`src/rtl/ps2_rx.sv`:
```
// ps2_rx: PS/2 device-to-host receiver with clock glitch filter, odd-parity/stop checking and inter-edge timeout.
module ps2_rx #(
  parameter int FILTER_LEN  = 8,
  parameter int TIMEOUT_CYC = 100000
) (
  input  logic       clk,
  input  logic       reset,
  input  logic       ps2d,
  input  logic       ps2c,
  input  logic       rx_en,
  output logic [7:0] dout,
  output logic       rx_done_tick,
  output logic       parity_err,
  output logic       frame_err
);
  localparam int TW = $clog2(TIMEOUT_CYC + 1);
  localparam logic [TW-1:0] TMO_LAST = TW'(TIMEOUT_CYC - 1);
  typedef enum logic [1:0] {IDLE, DATA, PARITY, STOP} state_t;
  state_t                state_q, state_d;
  logic [1:0]            c_sync_q, c_sync_d, d_sync_q, d_sync_d;
  logic [FILTER_LEN-1:0] hist_q, hist_d;
  logic                  filt_q, filt_d;
  logic [7:0]            sh_q, sh_d, dout_q, dout_d;
  logic [3:0]            bit_cnt_q, bit_cnt_d;
  logic                  par_q, par_d;
  logic [TW-1:0]         tmo_q, tmo_d;
  logic                  done_q, done_d, perr_q, perr_d, ferr_q, ferr_d;
  logic                  fall_tick, d_s, odd_ok;
  always_ff @(posedge clk or posedge reset) begin
    if (reset) begin
      state_q   <= IDLE;
      c_sync_q  <= '1;
      d_sync_q  <= '1;
      hist_q    <= '1;
      filt_q    <= 1'b1;
      sh_q      <= '0;
      dout_q    <= '0;
      bit_cnt_q <= '0;
      par_q     <= 1'b0;
      tmo_q     <= '0;
      done_q    <= 1'b0;
      perr_q    <= 1'b0;
      ferr_q    <= 1'b0;
    end else begin
      state_q   <= state_d;
      c_sync_q  <= c_sync_d;
      d_sync_q  <= d_sync_d;
      hist_q    <= hist_d;
      filt_q    <= filt_d;
      sh_q      <= sh_d;
      dout_q    <= dout_d;
      bit_cnt_q <= bit_cnt_d;
      par_q     <= par_d;
      tmo_q     <= tmo_d;
      done_q    <= done_d;
      perr_q    <= perr_d;
      ferr_q    <= ferr_d;
    end
  end
  always_comb begin
    c_sync_d  = {c_sync_q[0], ps2c};
    d_sync_d  = {d_sync_q[0], ps2d};
    d_s       = d_sync_q[1];
    hist_d    = {hist_q[FILTER_LEN-2:0], c_sync_q[1]};
    filt_d    = (&hist_q) ? 1'b1 : (~|hist_q) ? 1'b0 : filt_q;
    fall_tick = filt_q & ~filt_d;
    odd_ok    = ^{sh_q, par_q};
    state_d   = state_q;
    sh_d      = sh_q;
    dout_d    = dout_q;
    bit_cnt_d = bit_cnt_q;
    par_d     = par_q;
    tmo_d     = (state_q == IDLE) ? tmo_q : fall_tick ? '0 : tmo_q + 1'b1;
    done_d    = 1'b0;
    perr_d    = 1'b0;
    ferr_d    = 1'b0;
    case (state_q)
      IDLE:
        if (fall_tick && rx_en && !d_s) begin
          state_d   = DATA;
          bit_cnt_d = '0;
          tmo_d     = '0;
        end
      DATA:
        if (fall_tick) begin
          sh_d      = {d_s, sh_q[7:1]};
          bit_cnt_d = bit_cnt_q + 1'b1;
          state_d   = (bit_cnt_q == 4'd7) ? PARITY : DATA;
        end
      PARITY:
        if (fall_tick) begin
          par_d   = d_s;
          state_d = STOP;
        end
      STOP:
        if (fall_tick) begin
          state_d = IDLE;
          done_d  = d_s & odd_ok;
          dout_d  = (d_s & odd_ok) ? sh_q : dout_q;
          perr_d  = ~odd_ok;
          ferr_d  = ~d_s;
        end
      default: state_d = IDLE;
    endcase
    // A stalled frame is abandoned once the inter-edge gap reaches the limit.
    if (state_q != IDLE && !fall_tick && tmo_q == TMO_LAST) begin
      state_d = IDLE;
      tmo_d   = '0;
      ferr_d  = 1'b1;
    end
  end
  assign dout         = dout_q;
  assign rx_done_tick = done_q;
  assign parity_err   = perr_q;
  assign frame_err    = ferr_q;
endmodule

```
`config.mk`:
```
export PLATFORM = sky130hd
export DESIGN_NAME = ps2_rx
export DESIGN_NICKNAME = d
export VERILOG_FILES = /design/src/rtl/ps2_rx.sv
export SDC_FILE = /design/constraint.sdc
export NUM_CORES = 1
export LEC_CHECK = 0
export BUFFER_PORTS_ARGS = -buffer_cell sky130_fd_sc_hd__buf_2
export CORE_MARGIN = 5
export CORE_UTILIZATION = 64
export CTS_BUF_LIST = sky130_fd_sc_hd__clkbuf_8 sky130_fd_sc_hd__clkbuf_16
export CTS_CLUSTER_SIZE = 12
export DETAILED_ROUTE_END_ITERATION = 8
export MAX_ROUTING_LAYER = met4
export PLACE_DENSITY = 0.83
export SYNTH_ARGS = -nofsm -noshare
export SYNTH_HDL_FRONTEND = slang
export SYNTH_SLANG_ARGS = --single-unit
export TNS_END_PERCENT = 1
```
`constraint.sdc`:
```
create_clock -name clk -period 4.65 [get_ports clk]
set_input_delay 0.93 -clock clk [delete_from_list [all_inputs] [get_ports clk]]
set_output_delay 0.93 -clock clk [all_outputs]
set_load 0.01 [all_outputs]
```
==> qor.yml <==
logic_synthesis:
  synth-adder-area-share: 0.0100
  synth.distinct_cells: 39
  synth_top_family_by_area: "simple AND/OR/NAND/NOR gates"
  synth_top_area_share: 0.432
  synthCells: 209
  syn-mean-instance-area_um2: 11.9
  synth_ff_type: "dfrtp_1"
  yosys-top-cells-count: "43 x dfrtp_1, 25 x nor2_1, 16 x nand2_1"
  syn_nets: 216
  ys_ff_latch: 56
  muxShareOfSynthArea: 0.0934
  yosysTopAreaCell: "dfrtp_1"
  ys_warn_count: 0
  yosys-top-cells-area: "dfrtp_1 43%, dfstp_2 14%, mux2_4 4.8%"
  yosys.area_share.simple: 0.164
  ys_seq_area_frac: 0.569
  synthArstFlopShare: 1.00
  synth_xor_area_frac: 0.0803
  synth-edff-count: 0
  yosysMostFrequentCell: "dfrtp_1"
  synth-compound-area-share: 0.0622
  synth_area_um2: 2490
cells_and_area:
  antenna_cells: 0
  areaGrowthSynthToFinish_pct: 8.38
  final_core_util: 0.727
  drive_gt1_frac: 0.273
  fin_nets: 233
timing:
  hold_ws_ps: 360
  setup-violations-final: 0
  slew_headroom: 0.258
  period_share: 0.498
  report.final.slew_viol_count: 0
  setup_slack_ps: 2330
  finalSetupTns_ps: 0
  fmax_ghz: 0.432
  rsz0062_at_grt: "no"
  skew_ps: 7.43
  final.min_clock_period_ps: 2320
  tightest_slew_ps: 1110
  hold_violations: 0
grt:
  grt_pass1_vias: 1614
  gr-total-overflow: 0
  antenna_found_initial: 0
  grt_start_max_net_pins: 57
  grt_first_pass_wirelength_um: 7310
  grt_usage: 0.184
clocking:
  cts_buffer_depth: 2
  holdBufCountCts: 0
  cts_tree: "yes"
  cts-root-buf: "clkbuf_8"
  clk_pin_slew_worst_paths_ps: 100
  htreeDepth: 2
  cts.sinks: 56
  postCtsSetupBuffers: 0
  cts_resized: 0
  clock_latency_ps: 310
  cts_buffers: 5
worst_setup_path:
  path_class: "reg2reg"
  cp_cell_sequence: "nor4_2, nand3_2, or3_1, or3_1, o21ai_0"
  rr_endpoint: "bit_cnt_q[3]"
  slowest_stage: "or3_1"
  crit_path_start: "hist_q[5]"
  critPathMaxStageDelay_ps: 630
  worst_ep_required_time_ps: 4880
  crit_path_frequent_cell: "or3_1"
  cp_data_arrival_time_ps: 2550
  critPathCapture: "bit_cnt_q[3]"
  crit_fanout: 11
  r2r_slack_ps: 2330
  timing.rr.start: "hist_q[5]"
  start_kind: "register"
  critPathCaptureType: "register"
  rr_worst_depth: 5
placement:
  pre_cts_ws_ps: 2360
  place.gp.congestion: 0.864
  dpl.hpwl_um: 3040
  io_buffers: 15
floorplan:
  pin_count: 16
  core-area_um2: 3720
  die_h_um: 72.4
  row_count: 22
  die_w_um: 72.4
  start_util: 0.671
  die-area_um2: 5240
routing:
  dr.pass1.iters: 4
  post-route-drc-count: 0
  detail_route.vias_per_cell: 5.83
  drtIter0Drc: 91
  drt_wl_total_um: 4350
  antenna_left: 0
  wl_per_cell_um: 15.8
  route.vias.total: 1604
power_and_ir_drop:
  total_power_uw: 955
  total_leakage_power_uw: 0.00127
  p_per_area_nw_per_um2: 354
  peakVddDrop_v: 0.000266
run_status:
  outcome: "complete, no violations"
run:
  maxCapViolations: 0
min_path:
  hp-start: "d_sync_q[0]"
  hp-class: "reg2reg"
layer usage:
layer	routed length [um]	GRT usage	vias to the layer above	part of all wire
li1	-	-	766	-
met1	1920	0.223	806	0.44
met2	2210	0.305	24	0.51
met3	144	0.0429	8	0.033
met4	72	0.0615	0	0.017
met5	0	-	-	0
worst min path at each step:
stage	cells after the start	to
CTS	0	d_sync_q[1]
floorplan	0	c_sync_q[1]
global route	0	c_sync_q[1]
finish	0	d_sync_q[1]
detailed placement	0	hist_q[0]
global placement	0	c_sync_q[1]
per-stage QoR:
stage,instances,cell area [um^2]
5_1_grt,275,2700
4_1_cts,275,2700
6_report,275,2700
3_3_place_gp,267,2590
2_1_floorplan,209,2490
3_5_place_dp,267,2590
cells in the final DEF, fill, tap and decap left out, types with 7 or more instances in the layout:
| cell | instances |
|---|---|
| mux2_4 | 8 |
| buf_2 | 15 |
| nand4_1 | 7 |
| and3_1 | 7 |
| nand2_1 | 16 |
| xnor2_1 | 12 |
| dfstp_2 | 13 |
| dfrtp_1 | 43 |
| nand3_1 | 7 |
| xor2_1 | 9 |
| nor2_1 | 25 |
| o21ai_0 | 7 |
| mux2_2 | 8 |
critical path, delay by kind of cell (launching register included):
family / cells / cell delay [ps]
AO/OA/AOI/OAI: 1 / 90
AND/OR/NAND/NOR: 4 / 1760
flip-flops: 1 / 390
power breakdown:
part | internal, uW | leakage (uW) | total (uW) | switching, uW
sequential | 530 | 0.000699 | 571 | 41.8
combinational | 30.3 | 0.000517 | 71.5 | 41.1
clock | 159 | 0.0000541 | 313 | 153
registers in the layout, indices dropped and copies added, names as in the netlist:
register / flops
dout: 8
par_q: 1
parity_err: 1
tmo_q: 17
sh_q: 8
frame_err: 1
bit_cnt_q: 4
filt_q: 1
rx_done_tick: 1
state_q: 2
d_sync_q: 2
hist_q: 8
c_sync_q: 2
cell families (layout without fill, tap and decap cells):
| logic type | count (synthesis) | in the layout |
|---|---|---|
| XOR/XNOR | 22 | 22 |
| multiplexers | 17 | 17 |
| AO/OA/AOI/OAI | 24 | 24 |
| AND/OR/NAND/NOR | 79 | 79 |
| adder cells (fa/ha/maj) | 2 | 2 |
| flip-flops | 56 | 56 |
| buffers and inverters | 9 | 27 |
layout make-up:
class	count	area (um^2)
Clock buffer	5	68.8
Fill cell	262	1010
Sequential cell	56	1420
Tap cell	48	60.1
Timing Repair Buffer	15	75.1
Multi-Input combinational cell	144	1020
Clock inverter	3	42.5
Inverter	4	15.0
Note: power is estimated with default switching activity, not from simulation.
